==> config.mk <==
export PLATFORM = sky130hd
export DESIGN_NAME = demo_scene_sequencer
export DESIGN_NICKNAME = d
export VERILOG_FILES = /design/src/rtl/demo_scene_sequencer_pkg.sv /design/src/rtl/demo_scene_sequencer_beat_envelope_gen.sv /design/src/rtl/demo_scene_sequencer.sv
export SDC_FILE = /design/constraint.sdc
export NUM_CORES = 1
export LEC_CHECK = 0
export ABC_AREA = 1
export CAP_MARGIN = 5
export CORE_MARGIN = 2
export CORE_UTILIZATION = 35
export CTS_CLUSTER_SIZE = 16
export DETAILED_ROUTE_END_ITERATION = 8
export PLACE_DENSITY = 0.7
export SLEW_MARGIN = 30
export SYNTH_ARGS = -nofsm -noshare
export SYNTH_HDL_FRONTEND = slang
export SYNTH_HIERARCHICAL = 1
export SYNTH_SLANG_ARGS = --single-unit
==> constraint.sdc <==
create_clock -name clk -period 1.6 [get_ports clk]
set_input_delay 0.32 -clock clk [delete_from_list [all_inputs] [get_ports clk]]
set_output_delay 0.32 -clock clk [all_outputs]
set_load 0.1 [all_outputs]
==> src/rtl/demo_scene_sequencer_pkg.sv <==
// Shared types and default timing for the demo scene sequencer.
package demo_scene_sequencer_pkg;

    typedef enum logic [1:0] {
        PLAY      = 2'd0,
        PAUSED    = 2'd1,
        SKIP_FADE = 2'd2
    } seq_state_t;

    typedef enum logic [2:0] {
        PART_TITLE        = 3'd0,
        PART_PLASMA       = 3'd1,
        PART_STARFIELD    = 3'd2,
        PART_ROTOZOOM     = 3'd3,
        PART_SCROLLER     = 3'd4,
        PART_BOBS         = 3'd5,
        PART_COPPER       = 3'd6,
        PART_TITLE_TUNNEL = 3'd7
    } part_t;

    localparam int DEF_FRAMES_PER_BEAT = 16;
    localparam int DEF_BEATS_PER_PART  = 8;
    localparam int DEF_FADE_FRAMES     = 4;

    localparam logic [1:0] FADE_MAX = 2'd3;

    // Brightness shift grows by one per fade tick and sticks at the darkest level.
    function automatic logic [1:0] fade_step(input logic [1:0] f);
        return (f == FADE_MAX) ? FADE_MAX : f + 2'd1;
    endfunction

endpackage

==> src/rtl/demo_scene_sequencer_beat_envelope_gen.sv <==
// Splits the frame index into beat and phase and derives the per-beat decay envelope.
module beat_envelope_gen
    import demo_scene_sequencer_pkg::*;
#(
    parameter int  FRAMES_PER_BEAT = DEF_FRAMES_PER_BEAT,
    parameter int  BEATS_PER_PART  = DEF_BEATS_PER_PART,
    localparam int FIP_W           = $clog2(FRAMES_PER_BEAT * BEATS_PER_PART),
    localparam int BEAT_W          = $clog2(BEATS_PER_PART),
    localparam int PH_W            = $clog2(FRAMES_PER_BEAT)
) (
    input  logic [FIP_W-1:0]  i_frame_in_part,
    output logic [BEAT_W-1:0] o_beat,
    output logic [4:0]        o_envelope
);

    localparam int ENV_STEP = 32 / FRAMES_PER_BEAT;

    logic [PH_W-1:0] w_phase;
    logic [4:0]      w_drop;

    assign w_phase    = i_frame_in_part[PH_W-1:0];
    assign o_beat     = i_frame_in_part[FIP_W-1:PH_W];
    // Largest phase gives 31 - (FPB-1)*(32/FPB) >= 1, so the subtraction cannot wrap.
    assign w_drop     = 5'(int'(w_phase) * ENV_STEP);
    assign o_envelope = 5'd31 - w_drop;

endmodule

==> src/rtl/demo_scene_sequencer.sv <==
// Demo timeline: frame/part counting, pause, skip-with-fade and title overlay control.
module demo_scene_sequencer
    import demo_scene_sequencer_pkg::*;
#(
    parameter int  FRAMES_PER_BEAT = DEF_FRAMES_PER_BEAT,
    parameter int  BEATS_PER_PART  = DEF_BEATS_PER_PART,
    parameter int  FADE_FRAMES     = DEF_FADE_FRAMES,
    localparam int FIP_W           = $clog2(FRAMES_PER_BEAT * BEATS_PER_PART),
    localparam int BEAT_W          = $clog2(BEATS_PER_PART)
) (
    input  logic              clk,
    input  logic              reset,
    input  logic              frame_tick,
    input  logic              skip,
    input  logic              pause,
    output logic [2:0]        part,
    output logic [FIP_W-1:0]  frame_in_part,
    output logic [BEAT_W-1:0] beat,
    output logic [4:0]        envelope,
    output logic [1:0]        fade,
    output logic              title_en,
    output logic              loop_pulse
);

    localparam int               PART_LEN    = FRAMES_PER_BEAT * BEATS_PER_PART;
    localparam int               POS_W       = 3 + FIP_W;
    localparam logic [FIP_W-1:0] TITLE_START = FIP_W'((PART_LEN * 3) / 4);

    seq_state_t       r_state, w_state_nxt;
    logic [2:0]       r_part, w_part_nxt;
    logic [FIP_W-1:0] r_fip, w_fip_nxt;
    logic [1:0]       r_fade, w_fade_nxt;
    logic [2:0]       r_fade_cnt, w_fade_cnt_nxt;
    logic             r_loop, w_loop_nxt;
    logic [POS_W-1:0] w_pos_inc;
    logic             w_pos_last;

    assign w_pos_inc  = {r_part, r_fip} + POS_W'(1);
    assign w_pos_last = &{r_part, r_fip};

    always_comb begin
        w_state_nxt    = r_state;
        w_part_nxt     = r_part;
        w_fip_nxt      = r_fip;
        w_fade_nxt     = r_fade;
        w_fade_cnt_nxt = r_fade_cnt;
        w_loop_nxt     = 1'b0;
        unique case (r_state)
            PLAY: begin
                if (skip) begin
                    w_state_nxt    = SKIP_FADE;
                    w_fade_nxt     = 2'd0;
                    w_fade_cnt_nxt = 3'd0;
                end else if (pause) begin
                    w_state_nxt = PAUSED;
                end else if (frame_tick) begin
                    {w_part_nxt, w_fip_nxt} = w_pos_inc;
                    w_loop_nxt              = w_pos_last;
                end
            end
            PAUSED: begin
                if (skip) begin
                    w_state_nxt    = SKIP_FADE;
                    w_fade_nxt     = 2'd0;
                    w_fade_cnt_nxt = 3'd0;
                end else if (!pause) begin
                    w_state_nxt = PLAY;
                end
            end
            SKIP_FADE: begin
                // The last fade level is shown for one cycle before the jump lands.
                if (r_fade_cnt == 3'(FADE_FRAMES)) begin
                    w_state_nxt    = PLAY;
                    w_part_nxt     = r_part + 3'd1;
                    w_fip_nxt      = '0;
                    w_fade_nxt     = 2'd0;
                    w_fade_cnt_nxt = 3'd0;
                    w_loop_nxt     = (r_part == PART_TITLE_TUNNEL);
                end else if (frame_tick) begin
                    w_fade_cnt_nxt = r_fade_cnt + 3'd1;
                    w_fade_nxt     = fade_step(r_fade);
                end
            end
            default: w_state_nxt = PLAY;
        endcase
    end

    always_ff @(posedge clk) begin
        if (reset) begin
            r_state    <= PLAY;
            r_part     <= 3'd0;
            r_fip      <= '0;
            r_fade     <= 2'd0;
            r_fade_cnt <= 3'd0;
            r_loop     <= 1'b0;
        end else begin
            r_state    <= w_state_nxt;
            r_part     <= w_part_nxt;
            r_fip      <= w_fip_nxt;
            r_fade     <= w_fade_nxt;
            r_fade_cnt <= w_fade_cnt_nxt;
            r_loop     <= w_loop_nxt;
        end
    end

    beat_envelope_gen #(
        .FRAMES_PER_BEAT (FRAMES_PER_BEAT),
        .BEATS_PER_PART  (BEATS_PER_PART)
    ) u_beat_env (
        .i_frame_in_part (r_fip),
        .o_beat          (beat),
        .o_envelope      (envelope)
    );

    assign part          = r_part;
    assign frame_in_part = r_fip;
    assign fade          = r_fade;
    assign loop_pulse    = r_loop;
    assign title_en      = (r_part == PART_TITLE) ||
                           ((r_part == PART_TITLE_TUNNEL) && (r_fip >= TITLE_START));

endmodule

# Word-level counts from Yosys, hierarchy flattened
# Index checks and enable logic that the tools add are counted.
# Widths: inputs -> output; s select.
# word_totals
regBits,18
in_bits,5
output_inout_bits,22
wordCells,66
# classes
n_addsub,5
magnitude_cmp,1
n_eq_ne,13
muxes,30
n_reduce_logical,11
# op_table
operator,n
$mux 7,4
$mux 3,7
$mux 2,9
$pmux 7 s2,1
$pmux 3 s2,2
$add 10x1->10 const B,1
$reduce_and 10->1,1
$ne 3x3->1 const B,3
$ne 2x2->1 const B,4
$ge 7x7->1 const B,1
$add 3x1->3 const B,2
$eq 3x3->1 const B,2
$pmux 2 s3,1
$reduce_and 3->1,2
$reduce_and 5->1,1
$sub 5x5->5 const A,1
$eq 2x2->1 const B,2
$mux 1,4
$pmux 2 s2,1
$reduce_bool 2->1,2
$logic_not 3->1,1
$add 2x1->2 const B,1
$eq 2x1->1 const B,1
$logic_not 2->1,1
5 further kinds,5

# Logic depth before layout (Yosys ltp)
# Gate-level depths: netlist (run 1).
# depth
ltp_word,5
ltp_mapped,9
depth_no_buf,9

# Cells and area by module
# Netlist (run 1), hierarchy kept.
# modules_own_cells
module,n_inst,cells_each,area_each_um2,seq_area_each_um2
demo_scene_sequencer,1,150,1018.5,360.3
beat_envelope_gen,1,9,48.8,0.0

# Least setup slack after synthesis (run 1)
# Ideal clock, no wire load.
# synth_timing
path_type,register to output
start,register r_part[1] (netlist: part[1])
end,output title_en
arrival_time_ns,2.283
required_ns,1.280
path_slack_ns,-1.003
stages_incl_launch_ff,4
n_path_buf,0
cell_sequence,dfxtp_1 -> ha_1 -> ha_1 -> a32o_1
# synth_via
elab_chain_len,3
elab_cells_between_ends,4
classes_between,eq/ne: 1; reduce/logical: 3
# synth_rtl
element,line_no,text
from (decl),demo_scene_sequencer.sv:30,"logic [2:0] r_part, w_part_nxt;"
from (signal assigned),demo_scene_sequencer.sv:98,r_part <= w_part_nxt;
$eq 3x3->1,demo_scene_sequencer.sv:120,((r_part == PART_TITLE_TUNNEL) && (r_fip >= TITLE_START));
$logic_and 1x1->1,demo_scene_sequencer.sv:120,
$logic_or 1x1->1 (*),demo_scene_sequencer.sv:119,assign title_en = (r_part == PART_TITLE) ||
to (decl),demo_scene_sequencer.sv:21,"output logic title_en,"
# Mark *: on every way between the ends. The rest lies on a longest branch, timed or not.

# Worst setup path after layout (run 1)
# layout_timing
start,register r_part[0] (netlist: part[0])
end,output title_en
# Same word-level chain as after synthesis.

==> flow_summary.toml, run 1 <==
[logic_synthesis]
ys_ff_latch = 18
synth.largest_area_cell = "dfxtp_1"
synth-compound-area-share = 0.131
yosys.area.top_type_share = 0.338
yosysUniqueCellTypes = 23
synth_ff_type = "dfxtp_1"
synth_warnings = 6
synthMuxAreaShare = 0
syn-num-nets = 170
synth-xor-area-share = 0
yosys-top-cells-area = "dfxtp_1 (34%), inv_1 (11%), nand2_1 (11%), nor2_1 (7.4%), a21oi_1 (7.0%)"
ys_async_sr_fraction = 0
ys_seq_area_frac = 0.338
synth_simple_gate_area_frac = 0.302
synth_edf_count = 0
syn-instance-count = 159
synth_area_um2 = 1070
synth_fa_ha_area_frac = 0.0703
synth.avg_cell_area_um2 = 6.71
synth_top_family_by_area = "simple AND/OR/NAND/NOR gates"

[worst_setup_path]
reg2reg_depth = 9
crit_family = "flip-flops"
cpMostUsedCell = "ha_4"
crit_fanout = 2
critPathMaxStageDelay_ns = 0.37
worst_setup_path_start_kind = "flop"
worst-setup-path-type = "flop to primary output"
rr_endpoint = "r_fade_cnt[0]"
critical_path_required_ns = 1.28
r2r_start = "r_fade_cnt[0]"
r2r_setup_slack_ns = 0.17
cpMaxStageDelayCell = "dfxtp_4"
crit_buf_inv = 1
cp_cell_sequence = "ha_4 > ha_4 > a32o_2 > buf_12"
worstPathArrival_ns = 1.42
cp-end-kind = "primary output"

[layout]
fillers = 266
final_cell_mix = "nand2_1 (31), inv_1 (30), nor2_1 (21), buf_12 (21), a21oi_1 (15)"
final_common_cell = "nand2_1"
drive_above_1_share = 0.314
stdcell_count = 224
diodes = 0
fin_nets = 203
syn2layout_area_growth_pct = 59.1
stdcell_area_um2 = 1700

[pwr]
power_density_nw_per_um2 = 560
ir_drop_mv = 0.501
p_leak_nw = 0.727

[floorplanning]
rows = 20
io_pins = 27
fp.dieW_um = 59.2
dieHeight_um = 59.2
start_util = 0.358
core_um2 = 2980
fp.dieArea_um2 = 3510

[sta]
finalHoldViolCount = 0
period_share = 1.09
fmax_mhz = 576
finalSetupTns_ns = -0.136
finalWorstSetupSlack_ns = -0.136
fin_worst_skew_ns = 0.00217
slew_viol_final = 0
period_minus_slack_ns = 1.74
setup_viol = 1
rsz0062_at_grt = "true"

[hold_path]
whs_path_depth = 2
min_path_type = "flop to flop"
hold_path.startpoint = "r_fade_cnt[0]"
hold_end = "r_fade_cnt[0]"

[grt]
grt_pass1_vias = 961
overflow = 0
grtUsageTotal = 0.155
grt_start_max_net_pins = 11
antenna_found_initial = 0
grt_pass1_wl_um = 4140

[drt]
vias_per_cell = 4.61
wl_per_cell_um = 10.6
drtAntennaViolNets = 0
drc = 0
drt-pass1-iter-count = 4
drt_iter0_drc = 22
drt-total-wl_um = 2370
via_count = 1033

[place]
dp.cells = 218
gp_congestion = 0.792
pre_cts_ws_ns = -0.0141
place_hpwl_um = 1900
place_area_um2 = 1590
port_buffers = 25

[clocking]
numClockSinks = 18
clockBufferDepth = 2
path_clk_slew_ns = 0.11
cts_tree = "built"
clk_latency_ns = 0.30
htree_levels = 1
root_buffer = "clkbuf_4"
hold_buffers = 0
cts_made_buffers = 3

[run]
cap_viol_max_count = 0

[status]
violations = "setup timing"
outcome = "finished with violations"
[synthesized netlist by cell type (2+ instances only)]
master / number
nor3_1: 2
nor2_1: 21
ha_1: 6
buf_4: 4
inv_2: 4
nand2_4: 2
nand3_1: 8
inv_1: 31
a21oi_1: 15
o21ai_0: 6
dfxtp_1: 18
nand2_1: 31
[worst register-to-register path: cells and delay by family, from the launching register on]
family	cells	cell delay, ns
flip-flops	1	0.38
AND/OR/NAND/NOR	3	0.36
buffers and inverters	4	0.26
adder cells (fa/ha/maj)	1	0.23
AO/OA/AOI/OAI	1	0.12
[registers in the layout, indices dropped and copies added (netlist names)]
signal         flops
frame_in_part      7
r_state            2
fade               2
loop_pulse         1
part               3
r_fade_cnt         3
[power by group]
part	switching [mW]	internal, mW	total (mW)
sequential	0.0141	0.458	0.472
combinational	0.119	0.0655	0.185
clock	0.155	0.139	0.294
total	0.289	0.663	0.951
[cell type report]
class	count	area, um2	share of cell area
clock buffer	4	36.3	0.0214
inverter	35	131	0.0774
multi-input combinational	101	586	0.345
sequential	18	375	0.221
tap	33	41.3	0.0243
timing repair buffer	33	528	0.311
[metal layers]
layer,part of all wire,wire [um],global-route usage
met1,0.42,1010,0.169
met2,0.52,1240,0.289
met3,0.045,106,0.0524
met4,0.0059,14,0.0292
met5,0,0,0
[cells by family after synthesis]
logic type,after synthesis
compound gates,25
fa+ha+maj,6
buf+inv,40
flops,18
other cells,1
simple gates,69
[what timing repair did]
| action | CTS | global route |
|---|---|---|
| buffers inserted | 2 | 0 |
| setup endpoints to repair | 1 | 2 |
| pin swaps | 1 | 0 |
| hold endpoints to repair | 0 | 0 |
| gates resized for setup | 9 | 2 |
[how the worst max path moves through the flow]
stage                                   to  cells past startpoint  slack [ns]    start
after floorplan                   title_en                      3       -0.37  part[1]
after global placement    frame_in_part[6]                      9       0.006     skip
after detailed placement           part[0]                      7       -0.01     skip
after CTS                         title_en                      4       -0.13  part[0]
after global routing              title_en                      4       -0.18  part[0]
final                             title_en                      4       -0.14  part[0]
[through the flow]
| step | hold WS (ns) | utilization | total power [mW] |
|---|---|---|---|
| 5_1_grt | 0.534 | 0.570 | 0.997 |
| 3_5_place_dp | 0.500 | 0.535 | 0.666 |
| 4_1_cts | 0.517 | 0.568 | 0.960 |
| 2_1_floorplan | 0.397 | - | 0.605 |
| 3_3_place_gp | 0.473 | 0.535 | 0.663 |
| 6_report | 0.504 | 0.570 | 0.951 |
No activity file was read; power rests on OpenSTA's default activity.
==> run 2, diff against run 1 <==
==> constraint.sdc (replaced) <==
create_clock -name clk -period 2.05 [get_ports clk]
set_input_delay 0.41 -clock clk [delete_from_list [all_inputs] [get_ports clk]]
set_output_delay 0.41 -clock clk [all_outputs]
set_load 0.1 [all_outputs]
==> run 2 against run 1 <==
Net effect: the run now ends clean; combinational power fell by 32%; wire length fell by 5.8%; setup slack improved by 0.25 ns; first-iteration DRC count rose by 50%; sequential power fell by 22%; worst hold slack got worse by 0.019 ns; clock skew fell by 0.0016 ns; via count fell by 2.5%; cell count fell by 3.6%; largest cell class unchanged; largest power group unchanged; highest routed layer unchanged.
==> flow_summary.toml, run 2 (synthesis results as in run 1) <==
[worst_setup_path]
critical_path_required_ns = 1.64
cpMaxStageDelayCell = "dfxtp_2"
r2r_start = "r_fade_cnt[0]"
cpMostUsedCell = "ha_1"
reg2reg_depth = 8
worstPathArrival_ns = 1.52
rr_endpoint = "r_fade_cnt[1]"
r2r_setup_slack_ns = 0.58
worst_setup_path_start_kind = "flop"
cp_cell_sequence = "ha_1 > ha_1 > a32o_2 > buf_12"
worst-setup-path-type = "flop to primary output"
critPathMaxStageDelay_ns = 0.35
cp-end-kind = "primary output"
crit_fanout = 4
critPathCapture = "title_en"
startpoint = "part[0]"

[clocking]
cts_resized = 0
numClockSinks = 18
clockBufferDepth = 2
clk_latency_ns = 0.29
htree_levels = 1
hold_buffers = 0
path_clk_slew_ns = 0.10
cts_setup_buffers = 0
cts_tree = "built"
root_buffer = "clkbuf_4"
cts_made_buffers = 3

[sta]
slew_viol_final = 0
setup_viol = 0
rsz0062_at_grt = "false"
fmax_mhz = 517
finalHoldViolCount = 0
period_share = 0.943
hold_slack_ns = 0.486
finalWorstSetupSlack_ns = 0.117
period_minus_slack_ns = 1.93
fin_worst_skew_ns = 0.000531

[place]
dp.cells = 213
pre_cts_ws_ns = 0.309
gp_congestion = 0.848
port_buffers = 25
place_hpwl_um = 1740

[drt]
drt_iter0_drc = 33
drc = 0
vias_per_cell = 4.66
drt-total-wl_um = 2230
drt-pass1-iter-count = 4
drtAntennaViolNets = 0
wl_per_cell_um = 10.3
via_count = 1007

[grt]
grt_pass1_vias = 836
grt_use_met2 = 0.234
grtUsageMet1 = 0.166
grtUsageTotal = 0.134
overflow = 0
grt_start_max_net_pins = 10
grt_util_met3 = 0.0393
top_usage_layer = "met2"
grt_pass1_wl_um = 3620
antenna_found_initial = 0

[layout]
largest_reg_flops = 7
syn2layout_area_growth_pct = 24.3
fin_nets = 196
diodes = 0
fillers = 320
sequential_cell_area_um2 = 370
drive_above_1_share = 0.251
final_cell_mix = "inv_1 (31), nand2_1 (31), nor2_1 (21), buf_4 (21), a21oi_1 (15)"
stdcell_count = 216
multiInputGateArea_um2 = 543

[pwr]
p_comb_frac = 0.186
p_switching_uw = 207
power.clock.fraction = 0.264
p_int_uw = 463
pwr-share-seq = 0.550
swShare = 0.309
ir_drop_mv = 0.410
power_density_nw_per_um2 = 505
p_leak_nw = 0.614

[floorplanning]
fp.dieW_um = 59.2
start_util = 0.358
dieHeight_um = 59.2
core_um2 = 2980
io_pins = 27
rows = 20
fp.dieArea_um2 = 3510

[hold_path]
min_path_type = "flop to flop"
hold_path.startpoint = "fade[1]"

[status]
outcome = "completed"

[run]
cap_viol_max_count = 0
## run 2: cell count changes in the layout (fill, tap and decap cells not counted), moves of 2 or more
cell     previous run  this run
buf_12             21         1
buf_4               6        21
buf_6               2         0
dfxtp_1             8        10
ha_1                3         6
ha_4                3         0
## run 2: cell type report
class                      count  share of cell area
sequential                    18               0.279
timing repair buffer          26               0.164
multi-input combinational    101               0.409
tap                           33              0.0311
clock buffer                   3              0.0170
inverter                      35              0.0991
## run 2: routing by layer
| metal | part of all wire | vias to the layer above |
|---|---|---|
| met5 | 0 | - |
| met2 | 0.48 | 18 |
| met1 | 0.47 | 451 |
| li1 | - | 534 |
| met4 | 0.0085 | 0 |
| met3 | 0.038 | 4 |
## run 2: worst max-delay path: cells and delay by family, from the launching register on
kind	cells	cell delay, ns
compound gates	1	0.29
fa+ha+maj	2	0.42
buf+inv	1	0.17
flops	1	0.35
## run 2: power by group through the flow
stage | registers (mW) | clock network [mW] | logic, mW
floorplan | 0.397 | 0 | 0.0754
global placement | 0.376 | 0 | 0.125
detailed placement | 0.377 | 0 | 0.125
CTS | 0.368 | 0.181 | 0.126
global route | 0.371 | 0.193 | 0.136
finish | 0.368 | 0.177 | 0.125
## run 2: through the flow
step | power (mW) | setup TNS, ns | instance area (um2) | util
after global placement | 0.501 | 0 | 1300 | 0.438
after global routing | 0.699 | 0 | 1330 | 0.445
after detailed placement | 0.502 | 0 | 1300 | 0.438
final | 0.670 | 0 | 1330 | 0.445
after floorplan | 0.472 | -0.0480 | 1080 | -
after CTS | 0.675 | 0 | 1330 | 0.445
## run 2: worst min path at each step
stage                                to  slack (ns)  cells after the start
after detailed placement        fade[1]        0.47                      2
final                           fade[1]        0.49                      2
after CTS                       fade[1]        0.49                      2
after floorplan           r_fade_cnt[0]        0.46                      2
after global routing      r_fade_cnt[0]        0.52                      2
after global placement          fade[1]        0.47                      2
